<file path="src/rtl/chebyshev_sequencer_if.sv">
// Stream handshake bundle for chebyshev_sequencer: sample input (s_*) and
// result output (m_*). The producer/consumer side uses master, the
// sequencer uses slave.
interface chebyshev_sequencer_if #(
  parameter int WL = 8
);
  logic                 s_valid;
  logic                 s_ready;
  logic signed [WL-1:0] s_data;
  logic                 m_valid;
  logic                 m_ready;
  logic signed [WL-1:0] m_data;

  modport master (
    output s_valid,
    output s_data,
    output m_ready,
    input  s_ready,
    input  m_valid,
    input  m_data
  );

  modport slave (
    input  s_valid,
    input  s_data,
    input  m_ready,
    output s_ready,
    output m_valid,
    output m_data
  );
endinterface

</file>
<file path="src/rtl/chebyshev_sequencer.sv">
// Chebyshev coefficient sequencer: accepts one sample, presents it to an
// external datapath together with ORDER stored coefficients (one per cycle),
// waits PIPE_LAT cycles for the datapath, captures its result and holds it
// on the output handshake until consumed. No arithmetic happens here.
module chebyshev_sequencer #(
  parameter int WL       = 8,
  parameter int CL       = 8,
  parameter int ORDER    = 4,
  parameter int PIPE_LAT = 2
) (
  input  logic                 clock,
  input  logic                 resetn,
  input  logic                 cfg_we,
  input  logic [3:0]           cfg_addr,
  input  logic signed [CL-1:0] cfg_data,
  chebyshev_sequencer_if.slave stream,
  output logic signed [WL-1:0] dp_data_in,
  output logic signed [CL-1:0] dp_coeff_in,
  input  logic signed [WL-1:0] dp_data_out,
  output logic                 busy
);

  localparam int KW = (ORDER > 1) ? $clog2(ORDER) : 1;
  localparam int WW = (PIPE_LAT > 1) ? $clog2(PIPE_LAT) : 1;
  localparam logic [KW-1:0] K_LAST = KW'(ORDER - 1);
  localparam logic [WW-1:0] W_LOAD = WW'(PIPE_LAT - 1);

  typedef enum logic [1:0] {
    IDLE  = 2'd0,
    ISSUE = 2'd1,
    DRAIN = 2'd2,
    HOLD  = 2'd3
  } state_t;

  state_t               state_q,       state_d;
  logic [KW-1:0]        k_q,           k_d;
  logic [WW-1:0]        wait_cnt_q,    wait_cnt_d;
  logic signed [WL-1:0] x_reg_q,       x_reg_d;
  logic signed [CL-1:0] coeff_q [ORDER];
  logic signed [CL-1:0] coeff_d [ORDER];
  logic                 m_valid_q,     m_valid_d;
  logic signed [WL-1:0] m_data_q,      m_data_d;
  logic                 s_ready_q,     s_ready_d;
  logic                 busy_q,        busy_d;
  logic signed [WL-1:0] dp_data_in_q,  dp_data_in_d;
  logic signed [CL-1:0] dp_coeff_in_q, dp_coeff_in_d;
  logic signed [CL-1:0] coeff_sel;

  // Next-state logic: FSM transitions, coefficient bank writes and the
  // registered-output values derived from the upcoming state.
  always_comb begin
    state_d    = state_q;
    k_d        = k_q;
    wait_cnt_d = wait_cnt_q;
    x_reg_d    = x_reg_q;
    m_valid_d  = m_valid_q;
    m_data_d   = m_data_q;
    coeff_sel  = '0;
    for (int i = 0; i < ORDER; i++) begin
      coeff_d[i] = coeff_q[i];
    end

    // Writes are honoured only while idle; out-of-range addresses match no
    // entry and therefore fall away. A write coinciding with a sample
    // acceptance lands before the first ISSUE cycle and is seen by it.
    if (cfg_we && (state_q == IDLE)) begin
      for (int i = 0; i < ORDER; i++) begin
        if (cfg_addr == 4'(i)) begin
          coeff_d[i] = cfg_data;
        end
      end
    end

    case (state_q)
      IDLE: begin
        if (stream.s_valid) begin
          x_reg_d = stream.s_data;
          k_d     = '0;
          state_d = ISSUE;
        end
      end
      ISSUE: begin
        if (k_q == K_LAST) begin
          k_d        = '0;
          wait_cnt_d = W_LOAD;
          state_d    = DRAIN;
        end else begin
          k_d = k_q + KW'(1);
        end
      end
      DRAIN: begin
        if (wait_cnt_q == '0) begin
          m_data_d  = dp_data_out;
          m_valid_d = 1'b1;
          state_d   = HOLD;
        end else begin
          wait_cnt_d = wait_cnt_q - WW'(1);
        end
      end
      HOLD: begin
        if (stream.m_ready) begin
          m_valid_d = 1'b0;
          state_d   = IDLE;
        end
      end
      default: begin
        state_d = IDLE;
      end
    endcase

    for (int i = 0; i < ORDER; i++) begin
      if (k_d == KW'(i)) begin
        coeff_sel = coeff_d[i];
      end
    end

    s_ready_d     = (state_d == IDLE);
    busy_d        = (state_d != IDLE);
    dp_data_in_d  = (state_d == ISSUE) ? x_reg_d : '0;
    dp_coeff_in_d = (state_d == ISSUE) ? coeff_sel : '0;
  end

  // State and output registers with synchronous active-low reset.
  always_ff @(posedge clock) begin
    if (!resetn) begin
      state_q       <= IDLE;
      k_q           <= '0;
      wait_cnt_q    <= '0;
      x_reg_q       <= '0;
      m_valid_q     <= 1'b0;
      m_data_q      <= '0;
      s_ready_q     <= 1'b1;
      busy_q        <= 1'b0;
      dp_data_in_q  <= '0;
      dp_coeff_in_q <= '0;
      for (int i = 0; i < ORDER; i++) begin
        coeff_q[i] <= '0;
      end
    end else begin
      state_q       <= state_d;
      k_q           <= k_d;
      wait_cnt_q    <= wait_cnt_d;
      x_reg_q       <= x_reg_d;
      m_valid_q     <= m_valid_d;
      m_data_q      <= m_data_d;
      s_ready_q     <= s_ready_d;
      busy_q        <= busy_d;
      dp_data_in_q  <= dp_data_in_d;
      dp_coeff_in_q <= dp_coeff_in_d;
      for (int i = 0; i < ORDER; i++) begin
        coeff_q[i] <= coeff_d[i];
      end
    end
  end

  assign stream.s_ready = s_ready_q;
  assign stream.m_valid = m_valid_q;
  assign stream.m_data  = m_data_q;
  assign dp_data_in     = dp_data_in_q;
  assign dp_coeff_in    = dp_coeff_in_q;
  assign busy           = busy_q;

endmodule

</file>
<file path="src/flat_wrapper.sv">
// flat-port wrapper written by rule: the top's interface ports become plain ports
module chebyshev_sequencer_flat 
#(
  parameter int WL       = 8,
  parameter int CL       = 8,
  parameter int ORDER    = 4,
  parameter int PIPE_LAT = 2
)
  (clock, resetn, cfg_we, cfg_addr, cfg_data, dp_data_in, dp_coeff_in, dp_data_out, busy, stream_s_valid, stream_s_data, stream_m_ready, stream_s_ready, stream_m_valid, stream_m_data);
  chebyshev_sequencer_if #(.WL(WL)) stream_i ();
  input  logic clock;
  input  logic resetn;
  input  logic cfg_we;
  input  logic [3:0] cfg_addr;
  input  logic signed [CL-1:0] cfg_data;
  output logic signed [WL-1:0] dp_data_in;
  output logic signed [CL-1:0] dp_coeff_in;
  input  logic signed [WL-1:0] dp_data_out;
  output logic busy;
  input wire logic [$bits(stream_i.s_valid)-1:0] stream_s_valid;
  input wire logic [$bits(stream_i.s_data)-1:0] stream_s_data;
  input wire logic [$bits(stream_i.m_ready)-1:0] stream_m_ready;
  output wire logic [$bits(stream_i.s_ready)-1:0] stream_s_ready;
  output wire logic [$bits(stream_i.m_valid)-1:0] stream_m_valid;
  output wire logic [$bits(stream_i.m_data)-1:0] stream_m_data;
  assign stream_i.s_valid = stream_s_valid;
  assign stream_i.s_data = stream_s_data;
  assign stream_i.m_ready = stream_m_ready;
  assign stream_s_ready = stream_i.s_ready;
  assign stream_m_valid = stream_i.m_valid;
  assign stream_m_data = stream_i.m_data;
  chebyshev_sequencer #(.WL(WL), .CL(CL), .ORDER(ORDER), .PIPE_LAT(PIPE_LAT)) u_core (.clock(clock), .resetn(resetn), .cfg_we(cfg_we), .cfg_addr(cfg_addr), .cfg_data(cfg_data), .stream(stream_i), .dp_data_in(dp_data_in), .dp_coeff_in(dp_coeff_in), .dp_data_out(dp_data_out), .busy(busy));
endmodule
</file>
<file path="config.mk">
export PLATFORM = sky130hd
export DESIGN_NAME = chebyshev_sequencer_flat
export DESIGN_NICKNAME = d
export VERILOG_FILES = /design/src/rtl/chebyshev_sequencer_if.sv /design/src/rtl/chebyshev_sequencer.sv /design/src/flat_wrapper.sv
export SDC_FILE = /design/constraint.sdc
export NUM_CORES = 1
export LEC_CHECK = 0
export ABC_CLOCK_PERIOD_IN_PS = 2200
export BUFFER_PORTS_ARGS = -buffer_cell sky130_fd_sc_hd__buf_2
export CORE_MARGIN = 2
export CORE_UTILIZATION = 54
export CTS_BUF_LIST = sky130_fd_sc_hd__clkbuf_16
export CTS_CLUSTER_DIAMETER = 100
export CTS_CLUSTER_SIZE = 28
export DETAILED_ROUTE_END_ITERATION = 7
export PLACE_DENSITY = 0.88
export SYNTH_ARGS = -nofsm -noshare
export SYNTH_HDL_FRONTEND = slang
export SYNTH_SLANG_ARGS = --single-unit
</file>
<file path="constraint.sdc">
create_clock -name clock -period 2.2 [get_ports clock]
set_clock_uncertainty 0.1 [all_clocks]
set_input_delay 0.22 -clock clock [delete_from_list [all_inputs] [get_ports clock]]
set_output_delay 0.22 -clock clock [all_outputs]
set_load 0.02 [all_outputs]
</file>
== After elaboration in Yosys (flattened, before gate mapping) ==
Memories as Yosys holds them, arrays and structs flattened.
Index checks and enable logic that the tools add are counted.
W data, S select, Z words.

* Register bits: 40
* Latch bits: 0
* RAM bits: 32
* Memory bits (read-only): 0
* Input port bits: 33
* Output and inout port bits: 27
* Word-level logic and storage cells: 75
* Memories: 1

{| class="wikitable"
|+ Memories
! memory !! depth !! width !! rd ports !! clocked after Yosys merged registers in !! write ports !! RTL line !! source
|-
| u_core.coeff_q || 4 || 8 || 4 || 0 || 4 || chebyshev_sequencer.sv:39 || <nowiki>logic signed [CL-1:0] coeff_q [ORDER];</nowiki>
|}

* $add $sub $neg: 2
* Multiply operators: 0
* Div/mod/pow operators: 0
* Magnitude comparators: 0
* Equality and inequality tests: 14
* Shift-type cells: 0
* Mux-type cells: 31
* Bitwise logic cells: 5
* Reductions and logical operators: 12

{| class="wikitable"
|+ Operator list
! kind !! count
|-
| $mux W8 || 14
|-
| $mux W32 || 1
|-
| $mux W2 || 6
|-
| $eq A2 B2 Y1 const B || 5
|-
| $eq A4 B2 Y1 const B || 2
|-
| $pmux W2 S4 || 1
|-
| $eq A2 B1 Y1 const B || 3
|-
| $logic_not A2 Y1 || 3
|-
| $mux W1 || 6
|-
| $reduce_and A2 Y1 || 3
|-
| $reduce_bool A2 Y1 || 3
|-
| $eq A4 B1 Y1 const B || 1
|-
| $logic_not A4 Y1 || 1
|-
| $ne A2 B2 Y1 const B || 2
|-
| $or A1 B1 Y1 || 4
|-
| $pmux W1 S2 || 2
|-
| $pmux W2 S2 || 1
|-
| $reduce_and A3 Y1 || 1
|-
| $add A2 B1 Y2 const B || 1
|-
| $ne A2 B1 Y1 const B || 1
|-
| $logic_and A1 B1 Y1 || 1
|-
| $not A1 Y1 || 1
|-
| $sub A1 B1 Y1 const B || 1
|}

== Longest topological paths before layout ==
Gate-level depths: netlist of run 1.

* Depth in word-level cells: 8
* Mapped depth: 7
* Gate-level depth less buffers: 6

== Worst setup path before layout of run 1 ==
No wires, ideal clock.

* Kind: register to register
* From: reg u_core.state_q[1]
* To: reg u_core.dp_coeff_in_q[6], in the netlist u_core.dp_coeff_in[6]
* Library setup time: 0.065 ns
* Data arrival time: 1.642 ns
* Required time: 2.035 ns
* Slack: 0.393 ns
* Stages on the path, launching flop included: 8
* Path buffers: 2
* Period minus slack after synthesis: 1.807 ns
* Cell sequence: dfxtp_1 > buf_6 > nor3b_2 > buf_6 > nand4_4 > mux2i_1 > mux4_2 > nor2_1

* Cells in the longest elaborated chain, start to end: 7
* Elaborated cells between the ends (all ways): 22
* Those cells by class: eq/ne (7); mux (11); reduce/logical (4)

{| class="wikitable"
|+ Ends and longest elaborated chain
! element !! RTL line !! source
|-
| start, declared || chebyshev_sequencer.sv:35 || <nowiki>state_t state_q, state_d;</nowiki>
|-
| start signal, assigned || chebyshev_sequencer.sv:140 || <nowiki>state_q <= state_d;</nowiki>
|-
| $eq A2 B1 Y1 or $logic_not A2 Y1 (tied branches) || chebyshev_sequencer.sv:74, chebyshev_sequencer.sv:66 ||
|-
| $pmux W2 S2 or $logic_and A1 B1 Y1 (tied branches) || chebyshev_sequencer.sv:74, chebyshev_sequencer.sv:66 ||
|-
| $logic_not A2 Y1 or $mux W32 (tied branches) || chebyshev_sequencer.sv:112, chebyshev_sequencer.sv:66 ||
|-
| $mux W8 (4 in a row) || chebyshev_sequencer.sv:112 || <nowiki>if (k_d == KW'(i)) begin</nowiki>
|-
| end signal, assigned || chebyshev_sequencer.sv:149 || <nowiki>dp_coeff_in_q <= dp_coeff_in_d;</nowiki>
|-
| end, declared || chebyshev_sequencer.sv:46 || <nowiki>logic signed [CL-1:0] dp_coeff_in_q, dp_coeff_in_d;</nowiki>
|}

Parallel ways exist; a longest one is shown, timed or not.
A chain may end at the register's enable or synchronous reset.

== Final worst setup path of run 1 ==
* From: reg u_core.state_q[0]
* To: reg u_core.dp_coeff_in_q[7], in the netlist u_core.dp_coeff_in[7]

The elaborated chain is that of the path after synthesis.

==> metrics, run 1 <==
DRT iter0 DRCs=about 110; Die Wd=78.5 um; Mapped Nets=302; area of the multi-input gates=1470 um2; Max clock buf depth=2; post-synth top area share=~48%; Num CTS Buffers=9; CP startpoint kind=flop; slew of the pin with the lowest slew margin=644 ps; Initial Utilization=between 50% and 60%; RSZ-0062 raised after global routing=no; detailed-route DRC error count=0; cell with the most instances after synthesis=dfxtp_1; Setup TNS=0 ps; PwrDens=roughly 850 nW/um2; largest net degree at the start of global routing=29; status=completed; Final setup viols=0; DR pass1 iterations=4; DP HPWL=4.26 mm; Async SR Flop Fraction=0%; Worst Path Max Fanout=11; Distinct cells, synth=44; Post-DP Area=3340 um2; routability cong.=0.825; Slew Limit Fails=0; Post-synth top cells=dfxtp_1, nor2b_1, mux2i_1, nor2_1, and2_1; minimum clock period=about 2000 ps; FP Rows=27; Placeable Area=around 5400 um2; endpoint type of the worst setup path=flop; share of layout cells above drive strength 1=about a third; clk slew on worst S/H paths=60 ps; leakage power=0.00165 uW; CTS tree=done; fin cells=408; post-synthesis cell count=268; Ports=60; cell taking the most area after synthesis=dfxtp_1; number of routed nets with antenna violations=0; I/O Buffers=59; via/cell ratio=5.30; register area share after synthesis=48.1%; vias in the first global route=2154; per-cell routed wire length=~15 um; nets=around 370; Total Wirelength=6.09 mm; placed insts=392; Crit path arrival time=2110 ps; FILL cells=between 400 and 500; clock sinks=between 70 and 80; Synth Cell Area=about 3000 um2; ant diodes=0; Top FF cell, synth=dfxtp_1; Slew headroom=56.9%; WP data required=2320 ps; clock latency on the worst-skew pair=around 330 ps; Max-cap violations=0; Peak VDD IR=0.000591 V; vias=2164; total gr overflow=0; Root Driver=clkbuf_16; syn_area_per_cell=about 11 um2; Worst Setup Path Type=flop to flop; die area=6160 um2; Ys Warns=0; Design Area, Final=3670 um2; Final period util=90.7%; die height=78.5 um; Seq cells post-synth=just over 70; top cells by area, synth=dfxtp_1, mux2i_1, nor2b_1; fmax=about 500 MHz; Final Hold Vio Count=0; FF+latch area=1440 um2; Post-synth EDFFs=0; initial antenna violation count=0; global-route wire length before repair=just over 10 mm; Tot GR Track Use=21.5%; worst hold path type=input pin to flop; Layout area overhead=22.4%; CTS H-tree lvls=3
## layer usage
| metal | vias to the layer above | global-route usage, % | share of wire (%) |
|---|---|---|---|
| met4 | 0 | 12.5 | 3.0 |
| li1 | 1064 | - | - |
| met1 | 1024 | 26.1 | 43 |
| met5 | - | 0 | 0 |
| met2 | 60 | 34.9 | 49 |
| met3 | 16 | 5.06 | 4.8 |
## final timing paths
check | start | endpoint | slack, ps | depth (start not counted)
max | u_core.state_q[0] | u_core.dp_coeff_in[7] | 200 | 5
min | dp_data_out[1] | u_core.stream.m_data[1] | 40 | 3
max reg2reg | u_core.state_q[0] | u_core.dp_coeff_in[7] | 200 | 5
min reg2reg | u_core.x_reg_q[0] | u_core.dp_data_in[0] | 410 | 2
## registers in the layout, indices dropped and copies added (netlist names), 2 cells and up
name / cells
u_core.k_q: 2
u_core.state_q: 2
u_core.stream.m_data: 8
u_core.x_reg_q: 8
u_core.dp_coeff_in: 8
u_core.dp_data_in: 8
u_core.coeff_q: 32
## cells by family (layout without fill, tap and decap cells)
group	count (synthesis)	count (layout)	synth area share [%]
AND/OR/NAND/NOR	95	95	20.8
flip-flops	72	72	48.1
multiplexers	45	45	16.5
AO/OA/AOI/OAI	40	40	11.1
buffers and inverters	15	83	2.97
adder cells (fa/ha/maj)	1	1	0.418
## cells in the final DEF, fill, tap and decap left out, types with 3 or more instances in the layout
cell type and n:
nor2b_1 40, a211oi_1 5, clkbuf_16 9, o21ai_0 6, nand3_1 5, mux2i_1 33, mux2_2 6, a21boi_0 5
nor2_1 16, dfxtp_1 70, buf_2 59, a31oi_1 5, a221oi_2 5, nand2b_1 3, and2_1 10, a21oi_1 3
buf_4 6, nand2_1 6, mux2_4 5
## area by class of cell
type / instances / area share [%]
Inverter: 2 / 0.205
Multi-Input combinational cell: 181 / 40.0
Sequential cell: 72 / 39.4
Timing Repair Buffer: 65 / 9.28
Clock inverter: 7 / 2.56
Clock buffer: 9 / 6.14
Tap cell: 72 / 2.46
## worst max-delay path, cell delays in order, from the launching register on
cell	delay, ps
dfxtp_2	370
o21bai_1	340
a22oi_2	200
nor2_1	540
a21oi_1	170
o21a_1	160
## stage by stage
stage	utilization (%)	hold WS (ps)	power, uW	setup slack (ps)
4_1_cts	67.4	42.8	3140	137
3_3_place_gp	61.5	369	1610	261
3_5_place_dp	61.5	384	1620	144
5_1_grt	67.4	68.6	3210	104
6_report	67.4	44.4	3130	205
2_1_floorplan	-	287	1540	393
## timing repair
action | in CTS | in global routing
buffers inserted | 0 | 0
hold buffers | 0 | 0
endpoints found under the hold margin | 0 | 0
resized for setup | 0 | 2
setup endpoints to repair | 0 | 2
## power breakdown
part	internal [uW]	leakage, uW	switching [uW]
logic	104	0.000914	142
registers	1340	0.000584	13.7
clock network	991	0.000153	540
total	2430	0.00165	696
(Power assumes the default switching activity.)
==> run 2, diff against run 1 <==
ABC_CLOCK_PERIOD_IN_PS = 2380   (was 2200)
CORE_UTILIZATION = 58   (was 54)
PLACE_DENSITY = 0.93   (was 0.88)
clock period = 2.38 ns   (was 2.2 ns; I/O delays follow)
==> run 2 against run 1 <==
Compared with the run above: sequential share of layout area is 0.20 points lower; count of clock-buffer cells in the layout stayed put; non-clock buffer count stayed put.
==> metrics, run 2 (same netlist as run 1, synthesis figures left out) <==
Ports=60 (unchanged); Max-cap violations=0 (unchanged); placed insts=390 (was 392); Logic pwr share=7.7% (was 7.9%); DR pass1 iterations=4 (unchanged); initial antenna violation count=0 (unchanged); clock sinks=72 (unchanged); FP Rows=26 (was 27); clk slew on worst S/H paths=50 ps (was 60 ps); WP data required=2460 ps (was 2320 ps); DRT iter0 DRCs=118 (was 108); CTS H-tree lvls=3 (unchanged); largest net degree at the start of global routing=41 (was 29); routability cong.=0.834 (was 0.825); I/O Buffers=59 (unchanged); ant diodes=0 (unchanged); number of routed nets with antenna violations=0 (unchanged); Slew Limit Fails=0 (unchanged); DP Worst Slack=310 ps (was 144 ps); sw frac=21.6% (was 22.3%); CP max-delay cell=dfxtp_1 (was nor2_1); slew of the pin with the lowest slew margin=636 ps (was 644 ps); Final WS setup=287 ps (was 205 ps); detailed-route DRC error count=0 (unchanged); Die Wd=75.9 um (was 78.5 um); Placeable Area=5040 um2 (was 5440 um2); most frequent cells in the layout=dfxtp_1, buf_2, nor2b_1 (unchanged); per-cell routed wire length=16.2 um (was 14.9 um); fin cells=406 (was 408); Post-CTS Setup Inserts=0 (unchanged); Tot GR Track Use=25.2% (was 21.5%); Total Wirelength=6.57 mm (was 6.09 mm); CP bufs+invs=0 (unchanged); Worst Path Max Fanout=11 (unchanged); global-route wire length before repair=10.5 mm (was 10.2 mm); DP HPWL=4.31 mm (was 4.26 mm); FILL cells=352 (was 421); Worst Setup Path Type=flop to flop (unchanged); Post-CTS Resized=0 (unchanged); die height=75.9 um (was 78.5 um); share of layout cells above drive strength 1=33.3% (was 33.9%); CTS tree=done (unchanged); Largest Register=u_core.coeff_q (unchanged); via/cell ratio=5.45 (was 5.30); Layout area overhead=22.8% (was 22.4%); CP Cell Sequence=o21bai_1 > a22oi_2 > and2b_2 > a221oi_2 > a211oi_1 (was o21bai_1 > a22oi_2 > nor2_1 > a21oi_1 > o21a_1); leakage power=0.00166 uW (was 0.00165 uW); max reg flops=32 (unchanged); Slew headroom=57.4% (was 56.9%); Num CTS Buffers=9 (unchanged); Final Hold Vio Count=0 (unchanged); Hold Buf Count CTS=0 (unchanged); RSZ-0062 raised after global routing=no (unchanged); Setup TNS=0 ps (unchanged); vias in the first global route=2162 (was 2154); minimum clock period=2090 ps (was 2000 ps); Initial Utilization=59.4% (was 55.1%); die area=5760 um2 (was 6160 um2); Max clock buf depth=2 (unchanged); total gr overflow=0 (unchanged); CP startpoint kind=flop (unchanged); nets=365 (unchanged); Final period util=87.9% (was 90.7%); PwrDens=813 nW/um2 (was 853 nW/um2); WHS=69.0 ps (was 44.4 ps); worst hold path type=input pin to flop (unchanged); Root Driver=clkbuf_16 (unchanged); commonest non-fill, non-tap cell in the layout=dfxtp_1 (unchanged); cell internal pwr=2340 uW (was 2430 uW); critical path's top delay family=compound AO/OA/AOI/OAI gates (unchanged); Final setup viols=0 (unchanged); sequential power share=41.6% (was 43.2%); status=completed (unchanged); endpoint type of the worst setup path=flop (unchanged); Peak VDD IR=0.000465 V (was 0.000591 V); clock share of power=50.7% (was 49.0%); clock latency on the worst-skew pair=340 ps (was 330 ps); fmax=478 MHz (was 501 MHz); Crit path largest cell delay=520 ps (was 540 ps); Psw=647 uW (was 696 uW); Crit path arrival time=2170 ps (was 2110 ps); vias=2212 (was 2164)
## run 2: layer usage
metal,routed length (um),global-route usage (%),vias up
li1,-,-,1063
met1,2810,31.9,1055
met3,368,5.16,19
met5,0,0,-
met4,204,13.5,0
met2,3190,40.3,75
## run 2: power groups by stage
stage               Clock (uW)  Combinational (uW)  Sequential, uW
detailed placement           0                 225            1270
floorplan                    0                 138            1280
CTS                       1530                 229            1250
global placement             0                 219            1270
finish                    1520                 229            1250
global route              1570                 249            1250
## run 2: tightest hold or removal path: cells and delay by family
kind,cells,cell delay [ps]
AND/OR/NAND/NOR,1,80
multiplexers,1,70
buffers and inverters,1,80
## run 2: metrics by stage
| step | power, uW | utilization [%] | instance area, um2 |
|---|---|---|---|
| after floorplan | 1420 | - | 3000 |
| after global placement | 1490 | 66.3 | 3340 |
| after detailed placement | 1500 | 66.3 | 3340 |
| after CTS | 3000 | 73.0 | 3680 |
| after global routing | 3060 | 73.0 | 3680 |
| final | 2990 | 73.0 | 3680 |
## run 2: path summary, 6_finish.rpt
path,end,cells after the start,slack [ps],start
worst max register to register,u_core.dp_coeff_in[2],5,290,u_core.state_q[0]
worst max-delay path,u_core.dp_coeff_in[2],5,290,u_core.state_q[0]
worst min-delay path,u_core.dp_data_in[4],3,70,stream_s_data[4]
worst min register to register,u_core.dp_data_in[6],2,390,u_core.x_reg_q[6]
## run 2: layout make-up
type	instances	area, um2	share of cell area [%]
multi-input combinational	181	1470	39.8
clock inverter	7	111	3.03
clock buffer	9	225	6.12
inverter	2	7.51	0.204
tap	70	87.6	2.38
timing repair buffer	65	340	9.25
sequential	72	1440	39.2
==> run 3, diff against run 2 <==
CTS_BUF_LIST = not set   (was sky130_fd_sc_hd__clkbuf_16)
==> run 3 against run 2 <==
Compared with the run above: register-to-register slack lost 30 ps; via count shrank 0.99%; largest cell class unchanged; first-iteration DRC count is 13% lower; worst setup slack worse by 26 ps; utilization is 2.0 points lower; flip-flop and latch count unchanged; sequential share of layout area up 1.1 points; worst hold slack got worse by 12 ps.
==> metrics, run 3 (same netlist as run 1, synthesis figures left out) <==
Peak VDD IR=0.000400 V (was 0.000465 V); FP Rows=26 (unchanged); ant diodes=0 (unchanged); fmax=472 MHz (was 478 MHz); DR pass1 iterations=7 (was 4); clock sinks=72 (unchanged); Tot GR Track Use=23.7% (was 25.2%); Num CTS Buffers=9 (unchanged); Root Driver=clkbuf_8 (was clkbuf_16); FF+latch area=1440 um2 (unchanged); worst hold path type=input pin to flop (unchanged); hold path cells=3 (unchanged); Layout area overhead=19.4% (was 22.8%); Slew headroom=56.0% (was 57.4%); max reg flops=32 (unchanged); routability cong.=0.834 (unchanged); Final setup viols=0 (unchanged); Placeable Area=5040 um2 (unchanged); hold_sp=stream_s_data[4] (unchanged); CTS H-tree lvls=3 (unchanged); RSZ-0062 raised after global routing=no (unchanged); Final Util=70.9% (was 73.0%); Final Hold Vio Count=0 (unchanged); clock latency on the worst-skew pair=340 ps (about the same); Worst Path Max Fanout=11 (unchanged); die height=75.9 um (unchanged); Total Wirelength=6.20 mm (was 6.57 mm); share of layout cells above drive strength 1=33.3% (unchanged); minimum clock period=2120 ps (was 2090 ps); Final period util=89.0% (was 87.9%); I/O Buffers=59 (unchanged); status=completed (unchanged); Max clock buf depth=2 (unchanged); Crit path largest cell delay=500 ps (was 520 ps); PwrDens=727 nW/um2 (was 813 nW/um2); FILL cells=361 (was 352); via/cell ratio=5.39 (was 5.45); initial antenna violation count=0 (unchanged); Largest Register=u_core.coeff_q (unchanged); Worst Hold End=u_core.dp_data_in[4] (unchanged); die area=5760 um2 (unchanged); vias=2190 (was 2212); Worst Setup Path Type=flop to flop (unchanged); R2R depth=5 (unchanged); endpoint type of the worst setup path=flop (unchanged); Slew Limit Fails=0 (unchanged); Setup TNS=0 ps (unchanged); most frequent cells in the layout=dfxtp_1, buf_2, nor2b_1 (unchanged); nets=365 (unchanged); slew of the pin with the lowest slew margin=658 ps (was 636 ps); area of the multi-input gates=1470 um2 (unchanged); reg2reg start=u_core.state_q[1] (was u_core.state_q[0]); detailed-route DRC error count=0 (unchanged); CP max-delay cell=dfxtp_1 (unchanged); global-route wire length before repair=9.89 mm (was 10.5 mm); leakage power=0.00161 uW (was 0.00166 uW); Ports=60 (unchanged); Initial Utilization=59.4% (unchanged); largest net degree at the start of global routing=41 (unchanged); DRT iter0 DRCs=103 (was 118); critical path's top delay family=compound AO/OA/AOI/OAI gates (unchanged); commonest non-fill, non-tap cell in the layout=dfxtp_1 (unchanged); total chip power=2600 uW (was 2990 uW); Hold Buf Count CTS=0 (unchanged); Max-cap violations=0 (unchanged); clk slew on worst S/H paths=70 ps (was 50 ps); per-cell routed wire length=15.3 um (was 16.2 um); number of routed nets with antenna violations=0 (unchanged); Crit path arrival time=2200 ps (was 2170 ps); total gr overflow=0 (unchanged); Post-CTS Resized=0 (unchanged); Die Wd=75.9 um (unchanged); CP startpoint kind=flop (unchanged); FF-to-FF setup slack=260 ps (was 290 ps); vias in the first global route=2109 (was 2162); RR Endpoint=u_core.dp_coeff_in[2] (unchanged); DP HPWL=4.31 mm (unchanged); CP Cell Sequence=and2b_1 > a22oi_2 > and2b_2 > a221oi_2 > a211oi_1 (was o21bai_1 > a22oi_2 > and2b_2 > a221oi_2 > a211oi_1); Post-CTS Setup Inserts=0 (unchanged); WP data required=2460 ps (about the same); CTS tree=done (unchanged); CP bufs+invs=0 (unchanged)
run 3: cell types whose count changed in the layout (fill, tap and decap cells not counted), sizes merged:
cell    previous run  this run
clkbuf             9        10
inv                3         2
run 3: metal layers:
layer	vias to the layer above	global-route usage (%)	wire, um	part of all wire [%]
li1	1060	-	-	-
met3	18	6.22	395	6.4
met4	0	14.2	184	3.0
met2	80	37.3	2910	47
met5	-	0	0	0
met1	1032	29.1	2700	44
run 3: how the worst max path moves through the flow:
stage	start	end	slack, ps	depth (start not counted)
3_3_place_gp	u_core.state_q[1]	u_core.dp_coeff_in[6]	450	4
3_5_place_dp	u_core.state_q[1]	u_core.dp_coeff_in[2]	310	5
6_report	u_core.state_q[1]	u_core.dp_coeff_in[2]	260	5
4_1_cts	u_core.state_q[1]	u_core.dp_coeff_in[2]	290	5
2_1_floorplan	u_core.state_q[1]	u_core.dp_coeff_in[6]	570	7
5_1_grt	u_core.state_q[1]	u_core.dp_coeff_in[2]	120	5
run 3: through the flow:
stage / cell area (um2) / instances / setup slack (ps) / hold slack, ps
2_1_floorplan: 3000 / 268 / 573 / 305
3_3_place_gp: 3340 / 390 / 445 / 368
3_5_place_dp: 3340 / 390 / 310 / 380
4_1_cts: 3580 / 406 / 292 / 44.6
5_1_grt: 3580 / 406 / 120 / 60.1
6_report: 3580 / 406 / 262 / 57.4
run 3: worst reg2reg max path, delay by kind of cell, from the launching register on:
kind            cells  cell delay, ps
compound gates      3             760
flops               1             500
simple gates        2             620
run 3: report_power, final:
| part | total (uW) | internal (uW) | switching [uW] | leakage (uW) |
|---|---|---|---|---|
| sequential | 1240 | 1230 | 11.7 | 0.000584 |
| combinational | 228 | 95.8 | 132 | 0.000912 |
| clock | 1130 | 693 | 438 | 0.000116 |
run 3: area by class of cell:
class                   count  area share, %
well taps                  70           2.45
clock inverters             6           3.01
clock buffers              10           3.57
repair buffers             65           9.51
flip-flops and latches     72           40.3
multi-input cells         181           41.0
inverters                   2          0.210
